### config.mk
export PLATFORM = sky130hd
export DESIGN_NAME = ifu_flat
export DESIGN_NICKNAME = d
export VERILOG_FILES = /design/src/rtl/ifu_if.sv /design/src/rtl/ifu.sv /design/src/flat_wrapper.sv
export SDC_FILE = /design/constraint.sdc
export NUM_CORES = 1
export LEC_CHECK = 0
export BUFFER_PORTS_ARGS = -buffer_cell sky130_fd_sc_hd__buf_2
export CORE_MARGIN = 10
export CORE_UTILIZATION = 45
export CTS_CLUSTER_SIZE = 28
export DETAILED_ROUTE_END_ITERATION = 6
export PLACE_DENSITY_LB_ADDON = 0.08
export SYNTH_ARGS = -nofsm -noshare
export SYNTH_HDL_FRONTEND = slang
export SYNTH_SLANG_ARGS = --single-unit
### constraint.sdc
create_clock -name clk -period 8.88 [get_ports clk]
set_clock_uncertainty 0.05 [all_clocks]
set_input_delay 1.332 -clock clk [delete_from_list [all_inputs] [get_ports clk]]
set_output_delay 1.332 -clock clk [all_outputs]
set_load 0.05 [all_outputs]
### src/rtl/ifu_if.sv
// Fetch-unit bus bundle: memory request/response, decode output and redirect.
// The master modport is the IFU side; the slave modport is the memory/decode side.
interface ifu_if #(
   parameter int XLEN   = 64,
   parameter int INST_W = 32
);
   logic              mem_req_valid;
   logic              mem_req_ready;
   logic [XLEN-1:0]   mem_req_addr;
   logic              mem_resp_valid;
   logic [INST_W-1:0] mem_resp_data;
   logic              out_valid;
   logic              out_ready;
   logic [INST_W-1:0] out_inst;
   logic [XLEN-1:0]   out_pc;
   logic              redirect_valid;
   logic [XLEN-1:0]   redirect_pc;
   logic              misalign;
   logic [XLEN-1:0]   fetch_cnt;

   modport master (
      output mem_req_valid, mem_req_addr, out_valid, out_inst, out_pc, misalign, fetch_cnt,
      input  mem_req_ready, mem_resp_valid, mem_resp_data, out_ready, redirect_valid, redirect_pc
   );

   modport slave (
      input  mem_req_valid, mem_req_addr, out_valid, out_inst, out_pc, misalign, fetch_cnt,
      output mem_req_ready, mem_resp_valid, mem_resp_data, out_ready, redirect_valid, redirect_pc
   );
endinterface

### src/rtl/ifu.sv
// Single-outstanding instruction fetch unit with redirect squashing.
// Define IFU_MISALIGN_CHK_EN to trap misaligned redirects in a sticky FAULT state.
module ifu #(
   parameter int              XLEN     = 64,
   parameter int              INST_W   = 32,
   parameter logic [XLEN-1:0] RESET_PC = XLEN'(64'h0000_0000_8000_0000)
) (
   input logic   clk,
   input logic   rst,
   ifu_if.master bus
);
   localparam logic [XLEN-1:0] STEP = XLEN'(INST_W / 8);

   typedef enum logic [2:0] {
      S_IDLE,
      S_REQ,
      S_WAIT,
      S_OUT,
      S_DROP
`ifdef IFU_MISALIGN_CHK_EN
      , S_FAULT
`endif
   } state_t;

   state_t            state_q, state_d;
   logic [XLEN-1:0]   pc_q, pc_d;
   logic [XLEN-1:0]   out_pc_q, out_pc_d;
   logic [INST_W-1:0] inst_q, inst_d;
   logic [XLEN-1:0]   cnt_q, cnt_d;

   logic              redir_take;
   logic [XLEN-1:0]   redir_pc;

   // Redirects only land once fetching has started and fetch has not been halted.
   assign redir_take = bus.redirect_valid &&
                       (state_q inside {S_REQ, S_WAIT, S_OUT, S_DROP});

`ifdef IFU_MISALIGN_CHK_EN
   logic redir_bad;
   assign redir_pc  = bus.redirect_pc;
   assign redir_bad = redir_take && (bus.redirect_pc[1:0] != 2'b00);
`else
   assign redir_pc  = {bus.redirect_pc[XLEN-1:2], 2'b00};
`endif

   // NOTE: every signal gets a default before the case, otherwise missed branches infer latches.
   always_comb begin
      state_d  = state_q;
      pc_d     = pc_q;
      out_pc_d = out_pc_q;
      inst_d   = inst_q;
      cnt_d    = cnt_q;

      case (state_q)
         S_IDLE: state_d = S_REQ;
         S_REQ: begin
            if (bus.mem_req_ready) state_d = redir_take ? S_DROP : S_WAIT;
         end
         S_WAIT: begin
            if (redir_take) begin
               // A response arriving alongside the redirect is for the old path.
               state_d = bus.mem_resp_valid ? S_REQ : S_DROP;
            end else if (bus.mem_resp_valid) begin
               inst_d   = bus.mem_resp_data;
               out_pc_d = pc_q;
               state_d  = S_OUT;
            end
         end
         S_OUT: begin
            if (bus.out_ready) begin
               cnt_d   = cnt_q + XLEN'(1);
               pc_d    = pc_q + STEP;
               state_d = S_REQ;
            end
            if (redir_take) state_d = S_REQ;
         end
         S_DROP: begin
            if (bus.mem_resp_valid) state_d = S_REQ;
         end
`ifdef IFU_MISALIGN_CHK_EN
         S_FAULT: state_d = S_FAULT;
`endif
         default: state_d = S_IDLE;
      endcase

      // A redirect always wins over the sequential pc+step update.
      if (redir_take) pc_d = redir_pc;
`ifdef IFU_MISALIGN_CHK_EN
      if (redir_bad) state_d = S_FAULT;
`endif
   end

   // NOTE: sequential state uses non-blocking assignments so every register samples pre-edge values.
   always_ff @(posedge clk or posedge rst) begin
      if (rst) begin
         state_q  <= S_IDLE;
         pc_q     <= RESET_PC;
         out_pc_q <= '0;
         inst_q   <= '0;
         cnt_q    <= '0;
      end else begin
         state_q  <= state_d;
         pc_q     <= pc_d;
         out_pc_q <= out_pc_d;
         inst_q   <= inst_d;
         cnt_q    <= cnt_d;
      end
   end

   // Outputs are decoded from registers only, so reset forces them within the same cycle.
   assign bus.mem_req_valid = (state_q == S_REQ);
   assign bus.mem_req_addr  = pc_q;
   assign bus.out_valid     = (state_q == S_OUT);
   assign bus.out_inst      = inst_q;
   assign bus.out_pc        = out_pc_q;
   assign bus.fetch_cnt     = cnt_q;
`ifdef IFU_MISALIGN_CHK_EN
   assign bus.misalign      = (state_q == S_FAULT);
`else
   assign bus.misalign      = 1'b0;
`endif
endmodule
### src/flat_wrapper.sv
// flat-port wrapper written by rule: the top's interface ports become plain ports
module ifu_flat 
#(
   parameter int              XLEN     = 64,
   parameter int              INST_W   = 32,
   parameter logic [XLEN-1:0] RESET_PC = XLEN'(64'h0000_0000_8000_0000)
)
  (clk, rst, bus_mem_req_valid, bus_mem_req_addr, bus_out_valid, bus_out_inst, bus_out_pc, bus_misalign, bus_fetch_cnt, bus_mem_req_ready, bus_mem_resp_valid, bus_mem_resp_data, bus_out_ready, bus_redirect_valid, bus_redirect_pc);
  ifu_if #(.XLEN(XLEN), .INST_W(INST_W)) bus_i ();
  input logic clk;
  input logic rst;
  output wire logic [$bits(bus_i.mem_req_valid)-1:0] bus_mem_req_valid;
  output wire logic [$bits(bus_i.mem_req_addr)-1:0] bus_mem_req_addr;
  output wire logic [$bits(bus_i.out_valid)-1:0] bus_out_valid;
  output wire logic [$bits(bus_i.out_inst)-1:0] bus_out_inst;
  output wire logic [$bits(bus_i.out_pc)-1:0] bus_out_pc;
  output wire logic [$bits(bus_i.misalign)-1:0] bus_misalign;
  output wire logic [$bits(bus_i.fetch_cnt)-1:0] bus_fetch_cnt;
  input wire logic [$bits(bus_i.mem_req_ready)-1:0] bus_mem_req_ready;
  input wire logic [$bits(bus_i.mem_resp_valid)-1:0] bus_mem_resp_valid;
  input wire logic [$bits(bus_i.mem_resp_data)-1:0] bus_mem_resp_data;
  input wire logic [$bits(bus_i.out_ready)-1:0] bus_out_ready;
  input wire logic [$bits(bus_i.redirect_valid)-1:0] bus_redirect_valid;
  input wire logic [$bits(bus_i.redirect_pc)-1:0] bus_redirect_pc;
  assign bus_mem_req_valid = bus_i.mem_req_valid;
  assign bus_mem_req_addr = bus_i.mem_req_addr;
  assign bus_out_valid = bus_i.out_valid;
  assign bus_out_inst = bus_i.out_inst;
  assign bus_out_pc = bus_i.out_pc;
  assign bus_misalign = bus_i.misalign;
  assign bus_fetch_cnt = bus_i.fetch_cnt;
  assign bus_i.mem_req_ready = bus_mem_req_ready;
  assign bus_i.mem_resp_valid = bus_mem_resp_valid;
  assign bus_i.mem_resp_data = bus_mem_resp_data;
  assign bus_i.out_ready = bus_out_ready;
  assign bus_i.redirect_valid = bus_redirect_valid;
  assign bus_i.redirect_pc = bus_redirect_pc;
  ifu #(.XLEN(XLEN), .INST_W(INST_W), .RESET_PC(RESET_PC)) u_core (.clk(clk), .rst(rst), .bus(bus_i));
endmodule
# == After elaboration in Yosys (flattened, before gate mapping) ==
# Cells that the tools add are included.
# W data, S select, Z words.
# word_totals
reg_bits,227
in_bits,102
output_inout_bits,227
elab_cells,37
# classes
n_addsub,2
n_eq_ne,8
muxes,12
bitwise,1
reduce_logical,9
# op_table
operator,n
$mux W64,3
$add A64 B1 Y64 const B,1
$add A64 B3 Y64 const B,1
$mux W3,8
$pmux W3 S5,1
$eq A3 B2 Y1 const B,2
$reduce_and A2 Y1,2
$reduce_and A4 Y1,1
$reduce_bool A2 Y1,2
$reduce_bool A4 Y1,1
$eq A3 B1 Y1 const B,1
$eq A3 B3 Y1 const B,1
$logic_not A3 Y1,1
$ne A3 B1 Y1 const B,1
$ne A3 B2 Y1 const B,1
$reduce_and A3 Y1,1
$ne A2 B1 Y1 const B,1
$ne A2 B2 Y1 const B,1
$logic_and A1 B1 Y1,1
$not A1 Y1,1

# == Logic depth before layout (Yosys ltp) ==
# logic_depth
word_depth,6
depth_mapped,8
mapped_depth_nobuf,6

# == Least setup slack after synthesis ==
# Ideal clock, no wire load.
# synth_timing
path_kind,register to output
startpoint,reg u_core.state_q[0]
endpoint,out bus_mem_req_valid
t_arrival_ns,1.759
required_time_ns,7.498
slack_ns,5.739
stages_incl_launch_ff,3
n_path_buf,1
cell_sequence,dfrtp_1 clkbuf_1 nor3b_1
# synth_between
elab_chain_cells,1
# synth_rtl
item,line,text
from (decl),ifu.sv:25,"state_t state_q, state_d;"
from (signal assigned),ifu.sv:102,state_q <= state_d;
$eq A3 B1 Y1,ifu.sv:111,assign bus.mem_req_valid = (state_q == S_REQ);
to (decl),flat_wrapper.sv:12,output wire logic [$bits(bus_i.mem_req_valid)-1:0] bus_mem_req_valid;
# Every way passes these cells.

# == Worst setup path in the final report ==
# layout_timing
startpoint,in bus_out_ready
endpoint,"reg u_core.pc_q[48], in the netlist u_core.bus.mem_req_addr[48]"
# layout_between
elab_chain_cells,2
# layout_rtl
item,line,text
from (decl),flat_wrapper.sv:22,input wire logic [$bits(bus_i.out_ready)-1:0] bus_out_ready;
$reduce_bool A2 Y1 (no source line),n/a,
$reduce_and A2 Y1 (no source line),n/a,
to (signal assigned),ifu.sv:103,pc_q <= pc_d;
to (decl),ifu.sv:26,"logic [XLEN-1:0] pc_q, pc_d;"
# Every way passes these cells.
# A chain may end at the register's enable or synchronous reset.

==> qor.txt <==
Final Hold Viols: 0
Vias/cell: 5.27
IO Port Bufs: 321
top post-synthesis cells by count: 222 x dfrtp_1, 95 x mux2_2, 81 x nand2_1
status: complete, no violations
Starting DRT DRC Count: 571
Final Util: 57.1%
worst-path maximum fanout: 14
CP max-delay cell: and4_1
row cnt: 55
Synth Area per Inst: 11.3 um^2
Top FF cell, synth: dfrtp_1
P&R area growth vs syn: 25.7%
ANT nets after route: 0
first-pass GRT wire length: 46,100 um
TritonCTS clock tree: done
via count: 8,036
net count reported at finish: 1,325
critical path arrival: 4.04 ns
Synth warnings: 0
Post-Syn Area: 10,300 um^2
crit-path max cell delay: 0.71 ns
clk buf depth: 3
Hold Crit Class: flop to flop
CP Class: primary input to flop
DR DRC count: 0
ranking of synthesized cells by area: dfrtp_1 54%, mux2_2 10%, xor2_1 4.8%
Critical Path Start Type: primary input
antenna violations before repair: 3
fmax: 0.274 GHz
Synth area leader: dfrtp_1
WL final: 29,300 um
reg2reg path depth: 5
worst path required time: 9.27 ns
Ports: 329
number of distinct library cells after synthesis: 49
share of layout cells above drive strength 1: 39.4%
Initial Utilization: 45.5%
Overflow after GRT: 0
drt wl/cell: 19.2 um
DR pass1 iterations: 4
detailed-placement wirelength estimate: 21,200 um
RSZ-0062 raised after global routing: false
Synth top area share: 54.1%
post_cts resized: 0
max-cap check violation count: 0
asr flop ratio synth: 100%
Die ar.: 29,200 um^2
Final setup violation count: 0
FF+latch count, synth: 223
post-synthesis sequential area ratio: 54.4%
Reg clk slew, reported paths: 0.06 ns
vias in the first global route: 8,109
Die W: 171 um
Rel. slew slack: 24.7%
Pleak: 0.00637 uW
Die H: 171 um
TritonCTS Sinks: 223
Crit. End Element: flop
core area: 22,600 um^2
hold path depth: 1
Worst VDD drop: 0.290 mV
fin crit period: 3.65 ns
largest net degree at the start of global routing: 92
PD cells: 383 nW/um^2
worst hold-check slack: 0.413 ns
hold-fix buffer count after cts: 0
total track usage: 19.6%
Tcrit/Tclk final: 41.1%
root buf cell: clkbuf_16
count of filler cells inserted in the layout: 2,019
crit-path cells: buf_2 -> and4b_1 -> and4_1 -> nand4_1 -> or4_1 -> a31oi_1
Slew Limit Fails: 0
Final Wtd Congestion: 0.776
setup repair bufs after CTS: 0
setup TNS: 0 ns
Syn Inst Count: 908
clock latency on the worst-skew pair: 0.52 ns
Post-synth EDFFs: 0
most instantiated library cell after synthesis: dfrtp_1
Least-Margin Pin Slew: 1.13 ns
TritonCTS Buffers: 25
CTS H-tree lvls: 1
[critical path, delay by kind of cell]
family,cells,cell delay (ns)
AND/OR/NAND/NOR,4,2.43
buffers and inverters,1,0.09
AO/OA/AOI/OAI,1,0.17
[state kept, by name (all words and copies together), names as in the netlist]
register,cells
u_core.bus.mem_req_addr,62
u_core.bus.fetch_cnt,64
u_core.bus.out_inst,32
u_core.state_q,3
u_core.bus.out_pc,62
[power breakdown]
part           switching [uW]  leakage, uW  internal, uW  total [uW]
clock network             411     0.000397           596        1010
logic                    1680      0.00312           542        2220
registers                 354      0.00285          1360        1710
total                    2450      0.00637          2490        4940
[routing by layer]
layer | vias up | wire, um | part of all wire, % | global-route usage, %
met5 | - | 24 | 0.082 | 0
met4 | 4 | 312 | 1.1 | 3.52
met3 | 33 | 2840 | 9.7 | 7.19
met2 | 248 | 13500 | 46 | 30.8
met1 | 3870 | 12600 | 43 | 25.5
li1 | 3881 | - | - | -
[final cells by class]
cell class	instances	area [um^2]	area share [%]
diodes	1	2.50	0.0194
clock buffers	38	734	5.69
clock inverters	7	60.1	0.466
inverters	15	63.8	0.495
multi-input cells	626	4430	34.3
flip-flops and latches	223	5580	43.3
well taps	285	357	2.76
repair buffers	330	1670	13.0
[worst paths after layout]
| path | start | to | slack [ns] |
|---|---|---|---|
| max in group asynchronous | rst | u_core.bus.fetch_cnt[10] | 6.46 |
| worst max register to register | u_core.state_q[1] | u_core.bus.mem_req_addr[48] | 5.54 |
| worst min-delay path | u_core.bus.fetch_cnt[63] | u_core.bus.fetch_cnt[63] | 0.41 |
| worst min register to register | u_core.bus.fetch_cnt[63] | u_core.bus.fetch_cnt[63] | 0.41 |
| worst max-delay path | bus_out_ready | u_core.bus.mem_req_addr[48] | 5.23 |
| min in group asynchronous | rst | u_core.bus.fetch_cnt[61] | 0.88 |
[metrics by stage]
stage	std cells	power (uW)	cell area [um^2]	setup slack, ns
2_1_floorplan	912	3350	10300	1.39
3_3_place_gp	1479	3940	12100	4.75
3_5_place_dp	1479	3970	12100	4.72
4_1_cts	1524	5000	12900	5.26
5_1_grt	1524	5200	12900	5.05
6_report	1525	4940	12900	5.23
[logic make-up (layout without fill, tap and decap cells)]
family                   after synthesis  count (layout)  synth area share (%)
AND/OR/NAND/NOR                      335             335                  18.6
flip-flops                           223             223                  54.4
multiplexers                          96              96                  10.5
XOR/XNOR                              95              95                  8.11
AO/OA/AOI/OAI                         93              93                  5.29
buffers and inverters                 63             390                  2.83
adder cells (fa/ha/maj)                2               2                 0.244
other                                  1               6                0.0365
[placed cells by master, fill, tap and decap left out, types with 4 or more instances in the layout]
cell       Yosys  final
clkinv_2       0      6
o31ai_1       10     10
or3_1         15     15
nor4_2         6      8
buf_2         10    321
buf_4          5      9
dfrtp_1      222    222
xor2_1        56     56
and4_1        16     16
a31oi_1       26     26
nand4_1       38     38
or4_1         14     14
nand3_1       54     54
and2_1         7      7
xnor2_1       39     39
and3_1        15     15
nor4_1         6      4
nand2_1       81     80
clkbuf_8       0      6
clkbuf_16      0     25
conb_1         1      5
nor2_1        46     46
mux2_2        95     95
clkbuf_1      29      7
inv_1         15     14
o21ai_0       47     47
nor3_1        16     16
(Power assumes the default switching activity.)
